File: config.mk
export PLATFORM = sky130hd
export DESIGN_NAME = lzc_scan
export DESIGN_NICKNAME = d
export VERILOG_FILES = /design/src/rtl/lzc_scan.sv
export SDC_FILE = /design/constraint.sdc
export NUM_CORES = 1
export LEC_CHECK = 0
export BUFFER_PORTS_ARGS = -buffer_cell sky130_fd_sc_hd__buf_2
export CAP_MARGIN = 15
export CORE_MARGIN = 2
export CORE_UTILIZATION = 40
export DETAILED_ROUTE_END_ITERATION = 12
export HOLD_SLACK_MARGIN = 0.15
export SYNTH_ARGS = -nofsm -noshare
export SYNTH_HDL_FRONTEND = slang
export SYNTH_SLANG_ARGS = --single-unit
File: constraint.sdc
create_clock -name clk -period 2.85 [get_ports clk]
set_input_delay 0.285 -clock clk [delete_from_list [all_inputs] [get_ports clk]]
set_output_delay 0.285 -clock clk [all_outputs]
set_load 0.02 [all_outputs]
File: src/rtl/lzc_scan.sv
// rtl/lzc_scan.sv - multi-cycle MSB-first leading-zero counter ahead of the FMA normalizer
// Scans one CHUNK-bit slice per cycle; one operand in flight, results held until accepted.
module lzc_scan #(
  parameter int SIG_WIDTH = 23,
  parameter int EXP_WIDTH = 8,
  parameter int CHUNK     = 8,
  localparam int W        = 3 * (SIG_WIDTH + 1) + 6
) (
  input  logic                 clk,
  input  logic                 rst,
  input  logic                 in_valid,
  output logic                 in_ready,
  input  logic [W-1:0]         in_data,
  input  logic [EXP_WIDTH-1:0] in_exp,
  output logic                 out_valid,
  input  logic                 out_ready,
  output logic [W-1:0]         out_data,
  output logic [EXP_WIDTH-1:0] out_exp,
  output logic [6:0]           num,
  output logic                 zero
);

  localparam int NCHUNK = (W + CHUNK - 1) / CHUNK;
  localparam int BUFW   = NCHUNK * CHUNK;
  localparam int PADW   = BUFW - W;
  localparam int IDXW   = $clog2(NCHUNK + 1);

  typedef enum logic [1:0] {
    S_IDLE,
    S_SCAN,
    S_DONE
  } state_t;

  state_t                 r_state;
  state_t                 w_state_next;
  logic [BUFW-1:0]        r_buf;
  logic [IDXW-1:0]        r_idx;
  logic [6:0]             r_base;
  logic [6:0]             r_num;
  logic                   r_zero;
  logic [W-1:0]           r_out_data;
  logic [EXP_WIDTH-1:0]   r_out_exp;

  logic                   w_accept;
  logic [CHUNK-1:0]       w_chunk;
  logic                   w_chunk_nz;
  logic                   w_last;
  logic [6:0]             w_chunk_lz;

  assign in_ready   = (r_state == S_IDLE) && !rst;
  assign w_accept   = in_valid && in_ready;
  assign out_valid  = (r_state == S_DONE);
  assign out_data   = r_out_data;
  assign out_exp    = r_out_exp;
  assign num        = r_num;
  assign zero       = r_zero;

  // The buffer shifts left each cycle, so the chunk under test is always the top slice.
  assign w_chunk    = r_buf[BUFW-1 -: CHUNK];
  assign w_chunk_nz = |w_chunk;
  assign w_last     = (r_idx == IDXW'(NCHUNK - 1));

  always_comb begin
    w_chunk_lz = 7'(CHUNK);
    for (int i = 0; i < CHUNK; i++) begin
      if (w_chunk[i]) w_chunk_lz = 7'(CHUNK - 1 - i);
    end
  end

  always_ff @(posedge clk) begin
    if (rst) r_state <= S_IDLE;
    else     r_state <= w_state_next;
  end

  always_comb begin
    w_state_next = r_state;
    case (r_state)
      S_IDLE: if (w_accept)              w_state_next = S_SCAN;
      S_SCAN: if (w_chunk_nz || w_last)  w_state_next = S_DONE;
      S_DONE: if (out_ready)             w_state_next = S_IDLE;
      default:                           w_state_next = S_IDLE;
    endcase
  end

  always_ff @(posedge clk) begin
    if (rst) begin
      r_buf      <= '0;
      r_idx      <= '0;
      r_base     <= '0;
      r_num      <= '0;
      r_zero     <= 1'b0;
      r_out_data <= '0;
      r_out_exp  <= '0;
    end else begin
      case (r_state)
        S_IDLE: begin
          if (w_accept) begin
            r_buf      <= BUFW'(in_data) << PADW;
            r_out_data <= in_data;
            r_out_exp  <= in_exp;
            r_idx      <= '0;
            r_base     <= '0;
            r_num      <= '0;
            r_zero     <= 1'b0;
          end
        end
        S_SCAN: begin
          if (w_chunk_nz) begin
            r_num  <= r_base + w_chunk_lz;
            r_zero <= 1'b0;
          end else if (w_last) begin
            // Clamp to W so LSB padding never inflates the count.
            r_num  <= 7'(W);
            r_zero <= 1'b1;
          end else begin
            r_buf  <= r_buf << CHUNK;
            r_idx  <= r_idx + 1'b1;
            r_base <= r_base + 7'(CHUNK);
          end
        end
        default: ;
      endcase
    end
  end

endmodule

==> results by group, run 1 <==
STA
  • RSZ-0062 raised after global routing: no
  • Final setup fails: 0
  • Fmax: 0.486 GHz
  • Worst-Margin Slew: 0.977 ns
  • Setup Skew: 0.0103 ns
  • Slew Viols, Final: 0
  • Fin crit period: 2.06 ns
  • Endpoints failing hold: 0
  • Period Utilization, post-route: 0.723
  • Relative slew margins: 0.348
  • Fin Setup TNS: 0 ns

Yosys
  • FF+latch count, synth: 182
  • Seq/Total Area, Yosys: 0.474
  • Top cell type's share of synthesized area: 0.474
  • Count of different cell masters after synthesis: 43
  • Post-synth EDFFs: 0
  • Post-synthesis cell area: 0.00769 sq mm
  • Most used DFF post-synth: dfxtp_1
  • Syn_area_per_cell: 8.40 sq um
  • Fraction of registers with async set/reset: 0
  • Synth Instances: 916
  • Syn nets: 1010
  • Synth area leaders: dfxtp_1 (47%), nand2_1 (12%), nand2b_1 (6.9%)
  • Synth warn: 0
  • Post-synth top area cell: dfxtp_1

Place
  • DP HPWL: 12.8 mm
  • Port buffer count: 185
  • Gpl congestion: 0.756
  • Placed Instance Area: 0.00866 sq mm

Worst setup path
  • CP Capture Type: flop
  • Critical path type: flop to flop
  • Worst EP required: 3.13 ns
  • Setup crit start: r_state[0]
  • Reg-to-reg critical path startpoint: r_state[0]
  • CP Max Fanout: 42
  • CP startpoint kind: flop
  • Worst EP arrival: 2.34 ns

Drt
  • Vias per Instance: 5.07
  • Iteration count of the initial detailed-routing pass: 5
  • # DRC: 0
  • DR iter-0 viols: 430
  • Antenna viol nets, final: 0
  • Final WL: 20.7 mm
  • Total number of vias: 7030
  • Drt wl/cell: 14.9 um

Global route
  • Largest net degree at the start of global routing: 126
  • Global route overflow: 0
  • Vias in the first global route: 6775
  • Initial antenna violation count: 1
  • First-pass GRT wire length: 33.5 mm
  • GRT Overall Usage: 0.203

Clocking
  • CTS Buffer Depth: 2
  • CTS tree: done
  • Postcts setup bufs: 0
  • Root Driver: clkbuf_16
  • CTS sink cnt: 182
  • Clk slew on worst S/H paths: 0.06 ns
  • Latest clock arrival within the worst-skew pair: 0.43 ns
  • Total CTS buffers: 17
  • Cts repair resizes: 0
  • H-Tree Depth: 4

Floorplanning
  • Initial core utilization: 0.410
  • Die outline area: 0.0204 sq mm
  • Horiz. Die Dim: 143 um
  • Num ports: 186
  • Die height: 143 um
  • Core ar.: 0.0188 sq mm
  • Row cnt: 50

Power and ir drop
  • Switch Pwr: 2.30 mW
  • Clock power share: 0.320
  • Tot Pwr: 7.10 mW
  • Combinational power share: 0.243
  • Static Leak: 4.11 nW
  • VDD IR-drop max: 0.426 mV
  • Switch share: 0.324
  • Internal: 4.79 mW
  • Sequential fraction of design power: 0.437
  • Power Dens Cells: 704 mW/mm^2

Finish
  • Share of layout cells above drive strength 1: 0.226
  • Final core occ: 0.537
  • Final Cell Area: 0.0101 sq mm
  • Nets: 1233
  • Syn-to-layout area delta: 31.1%

Min path
  • Worst Hold Class: input pin to flop
  • HP Start: in_valid

Run status
  • Status: finished, final reports clean

Run
  • MaxCap Viol Count: 0
synthesized netlist by cell type, types with 4 or more instances:
library cell / instances
nand3_1: 5
nand2_1: 248
o32ai_1: 4
dfxtp_1: 182
buf_2: 21
nand2b_1: 85
a21oi_1: 85
a311oi_2: 18
clkbuf_1: 52
o21ai_0: 83
ha_1: 4
o21ai_1: 10
inv_1: 7
buf_6: 9
a311oi_1: 52
nor3_1: 5
critical path, stage by stage, from the launching register on:
cell and delay [ns]:
dfxtp_1 0.43, nor4b_4 0.46, a21oi_1 0.08, buf_4 0.21, nor2_4 0.09, buf_4 0.45
a311oi_2 0.18
stage by stage:
| stage | setup WS (ns) | hold slack [ns] | instances |
|---|---|---|---|
| final | 0.790 | 0.191 | 1386 |
| after global routing | 0.627 | 0.214 | 1386 |
| after CTS | 0.783 | 0.183 | 1385 |
| after detailed placement | 0.729 | 0.432 | 1268 |
| after global placement | 0.744 | 0.428 | 1268 |
| after floorplan | 0.980 | 0.394 | 916 |
power by group through the flow:
stage                     logic (mW)  clock network (mW)  registers [mW]
after detailed placement        1.64                   0            3.15
after global routing            1.92                2.45            3.14
after CTS                       1.74                2.33            3.10
after global placement          1.62                   0            3.15
after floorplan                 1.06                   0            3.27
final                           1.73                2.27            3.10
final timing paths:
check	endpoint	cells past startpoint	slack (ns)
worst max-delay path	r_buf[72]	6	0.79
worst min-delay path	r_state[0]	3	0.19
worst max register to register	r_buf[72]	6	0.79
worst min register to register	out_data[0]	2	0.44
repair_timing:
action                     CTS  global route
setup endpoints to repair    0             0
hold endpoints to repair   136             0
hold buffers                86             0
flip-flops by register name, summed over array words and instances (netlist names):
signal,cells
num,7
out_data,78
out_exp,8
r_base,4
r_buf,78
r_idx,4
r_state,2
zero,1
final cells by class:
class / instances / area, sq um
flip-flops and latches: 182 / 3640
repair buffers: 288 / 1950
diodes: 1 / 2.50
clock inverters: 13 / 121
inverters: 7 / 26.3
multi-input cells: 643 / 3600
fillers: 1764 / 8680
clock buffers: 18 / 439
well taps: 234 / 293
cells in the final DEF (no fill, tap or decap), types with 5 or more instances in the layout:
cell type	instances
nand2_1	248
buf_2	184
dfxtp_1	182
dlygate4sd3_1	86
a21oi_1	85
nand2b_1	84
o21ai_0	83
a311oi_1	52
a311oi_2	18
clkbuf_16	17
buf_4	15
o21ai_1	10
inv_1	7
nor3_1	5
nand3_1	5
metal layers:
layer | vias up | part of all wire | track usage
met2 | 164 | 0.46 | 0.328
met4 | 0 | 0.015 | 0.0594
met3 | 25 | 0.037 | 0.0379
met5 | - | 0 | 0
met1 | 3236 | 0.49 | 0.277
li1 | 3605 | - | -
cells by family after synthesis:
kind of cell    share of synthesized area
compound gates                      0.229
mux                               0.00390
flops                               0.474
buf+inv                            0.0592
xor+xnor                          0.00342
simple gates                        0.224
fa+ha+maj                         0.00651
(Power assumes the default switching activity.)
==> run 2: changes to the inputs <==
Clock period 2.85 ns to 1.7 ns, I/O delays scaled along.
==> run 2 against run 1 <==
Net effect:
- the run now ends with setup timing left
- worst setup slack worse by 0.81 ns
- sequential share of layout area is 2.8 points lower
- global-route usage up 0.15 points
- via count increased by 6.3%
- sequential power rose by 67%
- clock-buffer cell count decreased by 1
- flip-flop and latch count did not move
- combinational power up 120%
- utilization rose by 4.6 points
==> results by group, run 2 (synthesis results as in run 1) <==
Run status
  • Status: finished, violations left
  • Failing checks: setup timing

Place
  • Gpl congestion: 0.761
  • DP HPWL: 13.3 mm
  • Placed Instance Area: 0.00899 sq mm
  • Port buffer count: 185
  • Post-Place Cells: 1297

STA
  • Fmax: 0.582 GHz
  • Hold slack: 0.143 ns
  • Final setup margin: -0.0194 ns
  • Endpoints failing hold: 0
  • RSZ-0062 raised after global routing: yes
  • Worst-Margin Slew: 0.401 ns
  • Fin Setup TNS: -0.0570 ns
  • Fin crit period: 1.72 ns
  • Slew Viols, Final: 0
  • Relative slew margins: 0.729
  • Setup Skew: 0.00838 ns
  • Final setup fails: 8
  • Period Utilization, post-route: 1.01

Clocking
  • Total CTS buffers: 17
  • Root Driver: clkbuf_16
  • Latest clock arrival within the worst-skew pair: 0.44 ns
  • CTS Buffer Depth: 2
  • Clk slew on worst S/H paths: 0.08 ns
  • CTS sink cnt: 182
  • H-Tree Depth: 4
  • CTS tree: done

Drt
  • Iteration count of the initial detailed-routing pass: 5
  • Vias per Instance: 5.19
  • DR iter-0 viols: 472
  • Total number of vias: 7473
  • Final WL: 22.8 mm
  • Drt wl/cell: 15.8 um
  • Antenna viol nets, final: 0
  • # DRC: 0

Worst setup path
  • CP startpoint kind: flop
  • Worst EP arrival: 2.06 ns
  • CP Max Fanout: 12
  • Worst EP required: 2.04 ns
  • Critical path type: flop to flop
  • CP Capture Type: flop

Power and ir drop
  • Tot Pwr: 12.8 mW
  • Power Dens Cells: 1170 mW/mm^2
  • Static Leak: 4.52 nW
  • VDD IR-drop max: 0.824 mV

Finish
  • Nets: 1288
  • Final std cells w/o fill: 1441
  • Fillers: 1682
  • # diodes: 0
  • Syn-to-layout area delta: 42.3%
  • Final Cell Area: 0.0109 sq mm
  • Share of layout cells above drive strength 1: 0.283
  • Commonest non-fill, non-tap cell in the layout: nand2_1
  • Most frequent cells in the layout: nand2_1 (246), buf_2 (184), dfxtp_1 (177)

Floorplanning
  • Horiz. Die Dim: 143 um
  • Core ar.: 0.0188 sq mm
  • Die height: 143 um
  • Die outline area: 0.0204 sq mm
  • Row cnt: 50
  • Initial core utilization: 0.410
  • Num ports: 186

Global route
  • GRT Overall Usage: 0.204
  • M1 GR Usage: 0.276
  • GR met3 Demand/Resource: 0.0352
  • Top Usage Layer GRT: met2
  • Initial antenna violation count: 0
  • First-pass GRT wire length: 34.1 mm
  • Global route overflow: 0
  • Vias in the first global route: 6946
  • Met2 usage: 0.334
  • Largest net degree at the start of global routing: 84

Run
  • MaxCap Viol Count: 0

Min path
  • Worst Hold Class: input pin to flop
[run 2: worst max-delay path, cell delays in order (launching register included)]
cell and delay [ns]:
dfxtp_2 0.34, inv_1 0.06, ha_1 0.18, nand3b_1 0.16, buf_4 0.15, a21o_2 0.22
clkbuf_16 0.19, a21oi_1 0.07, a311oi_1 0.25
[run 2: path summary, 6_finish.rpt]
check                            startpoint     endpoint  slack (ns)  depth (start not counted)
worst min register to register  out_data[6]  out_data[6]        0.44                          2
worst min-delay path                    rst  out_data[3]        0.14                          4
worst max-delay path               r_idx[1]    r_buf[58]       -0.02                          8
worst max register to register     r_idx[1]    r_buf[58]       -0.02                          8
[run 2: layer usage]
layer	vias up	wire length [um]
met4	0	340
met3	24	1050
met5	-	0
li1	3724	-
met1	3511	10500
met2	214	10900
[run 2: cell type report]
class | count | area [sq um] | area share
Tap cell | 234 | 293 | 0.0267
Sequential cell | 182 | 3650 | 0.334
Clock inverter | 15 | 139 | 0.0127
Multi-Input combinational cell | 644 | 3740 | 0.341
Clock buffer | 17 | 425 | 0.0389
Timing Repair Buffer | 342 | 2680 | 0.244
Inverter | 7 | 28.8 | 0.00263
[run 2: report_power, final]
group          internal, mW  total [mW]  switching (mW)
Sequential             4.84        5.19           0.341
Clock                  1.94        3.83            1.89
Combinational          1.73        3.80            2.07
[run 2: stage by stage]
stage | utilization | setup slack [ns]
2_1_floorplan | - | 0.0167
3_3_place_gp | 0.479 | 0.00857
3_5_place_dp | 0.479 | -0.0430
5_1_grt | 0.583 | -0.0811
4_1_cts | 0.557 | -0.0338
6_report | 0.583 | -0.0194
[run 2: repair_timing]
action,in CTS,in global routing
resized for setup,8,34
hold endpoints to repair,166,0
buffers inserted,1,11
endpoints found under the setup margin,50,89
gates cloned,0,12
hold buffers,88,0
pin swaps,7,32
==> run 3: changes to the inputs <==
Settings changed: CTS_BUF_LIST set to sky130_fd_sc_hd__clkbuf_4, SKIP_CTS_REPAIR_TIMING set to 1.
==> run 3 against run 2 <==
Net effect:
- the run still ends with setup timing left
- cell area shrank 2.5%
- via count shrank 2.0%
- sequential power is essentially flat
- first-iteration DRC count shrank 0.85%
- clock skew grew 0.018 ns
- critical path type unchanged
- largest cell class unchanged
- highest routed layer unchanged
==> results by group, run 3 (synthesis results as in run 1) <==
Run status
  • Status: finished, violations left
  • Failing checks: setup timing

Global route
  • First-pass GRT wire length: 32.3 mm
  • Largest net degree at the start of global routing: 84
  • Global route overflow: 0
  • Initial antenna violation count: 1
  • Vias in the first global route: 6448
  • GRT Overall Usage: 0.195

Finish
  • Commonest non-fill, non-tap cell in the layout: nand2_1
  • Share of layout cells above drive strength 1: 0.303
  • Most frequent cells in the layout: nand2_1 (247), buf_2 (182), dfxtp_1 (175)
  • Syn-to-layout area delta: 38.7%
  • Nets: 1277
  • Final Cell Area: 0.0107 sq mm
  • Final std cells w/o fill: 1432

Floorplanning
  • Die height: 143 um
  • Row cnt: 50
  • Core ar.: 0.0188 sq mm
  • Horiz. Die Dim: 143 um
  • Initial core utilization: 0.410
  • Die outline area: 0.0204 sq mm
  • Num ports: 186

Worst setup path
  • CP Max Fanout: 14
  • Worst EP required: 2.21 ns
  • CP Capture Type: flop
  • R2R setup slack: -0.01 ns
  • Worst EP arrival: 2.22 ns
  • CP startpoint kind: flop
  • Critical path type: flop to flop

Clocking
  • Root Driver: clkbuf_4
  • Latest clock arrival within the worst-skew pair: 0.60 ns
  • Clk slew on worst S/H paths: 0.18 ns
  • Total CTS buffers: 17
  • H-Tree Depth: 4
  • CTS tree: done
  • CTS Buffer Depth: 2
  • CTS sink cnt: 182

STA
  • Endpoints failing hold: 0
  • Worst-Margin Slew: 0.606 ns
  • Period Utilization, post-route: 1.01
  • Slew Viols, Final: 0
  • Final setup fails: 12
  • Setup Skew: 0.0260 ns
  • Relative slew margins: 0.595
  • Fmax: 0.584 GHz
  • RSZ-0062 raised after global routing: yes
  • Fin crit period: 1.71 ns
  • Final setup margin: -0.0129 ns

Place
  • Gpl congestion: 0.761
  • Post-Place Cells: 1297
  • DP HPWL: 13.3 mm
  • Port buffer count: 185
  • Placed Instance Area: 0.00899 sq mm

Run
  • MaxCap Viol Count: 0

Drt
  • Vias per Instance: 5.11
  • Antenna viol nets, final: 0
  • Final WL: 21.7 mm
  • Drt wl/cell: 15.2 um
  • Iteration count of the initial detailed-routing pass: 5
  • Total number of vias: 7320
  • DR iter-0 viols: 468
  • # DRC: 0

Min path
  • Worst Hold Class: input pin to flop

Power and ir drop
  • VDD IR-drop max: 0.461 mV
  • Power Dens Cells: 1060 mW/mm^2
  • Static Leak: 4.32 nW
  • Tot Pwr: 11.3 mW
## run 3: final cells by class
cell class	instances	area (sq um)
Clock inverter	15	139
Multi-Input combinational cell	643	3930
Inverter	7	26.3
Tap cell	234	293
Fill cell	1705	8100
Antenna cell	2	5.00
Sequential cell	182	3650
Timing Repair Buffer	332	2500
Clock buffer	17	128
## run 3: critical path: stages (launching register included)
cell and delay [ns]:
dfxtp_2 0.37, inv_2 0.07, ha_4 0.12, nand3b_1 0.19, a21oi_2 0.27, nor2_4 0.07
buf_12 0.15, clkbuf_16 0.18, a311oi_1 0.21
## run 3: metal layers
layer | vias up | wire (um) | GRT usage
li1 | 3702 | - | -
met1 | 3413 | 10100 | 0.268
met2 | 184 | 10400 | 0.311
met3 | 21 | 911 | 0.0476
met4 | 0 | 287 | 0.0406
met5 | - | 0 | 0
## run 3: per-stage QoR
stage | setup TNS, ns | util | setup WS, ns | hold WS (ns)
floorplan | 0 | - | 0.0167 | 0.279
global placement | 0 | 0.479 | 0.00857 | 0.371
detailed placement | -0.624 | 0.479 | -0.0430 | 0.371
CTS | -2.02 | 0.493 | -0.152 | -0.268
global route | -5.33 | 0.569 | -0.101 | 0.256
finish | -0.0568 | 0.569 | -0.0129 | 0.298
## run 3: report_power, final
group | leakage, nW | total [mW] | internal, mW | switching, mW
Sequential | 1.50 | 5.19 | 4.85 | 0.343
Combinational | 2.67 | 3.72 | 1.66 | 2.06
Clock | 0.144 | 2.36 | 0.646 | 1.71
Total | 4.32 | 11.3 | 7.15 | 4.12
## run 3: worst paths after layout
check | start | endpoint | cells past startpoint
max | r_idx[1] | r_buf[12] | 8
min | in_data[23] | out_data[23] | 4
max reg2reg | r_idx[1] | r_buf[12] | 8
min reg2reg | out_data[6] | out_data[6] | 2
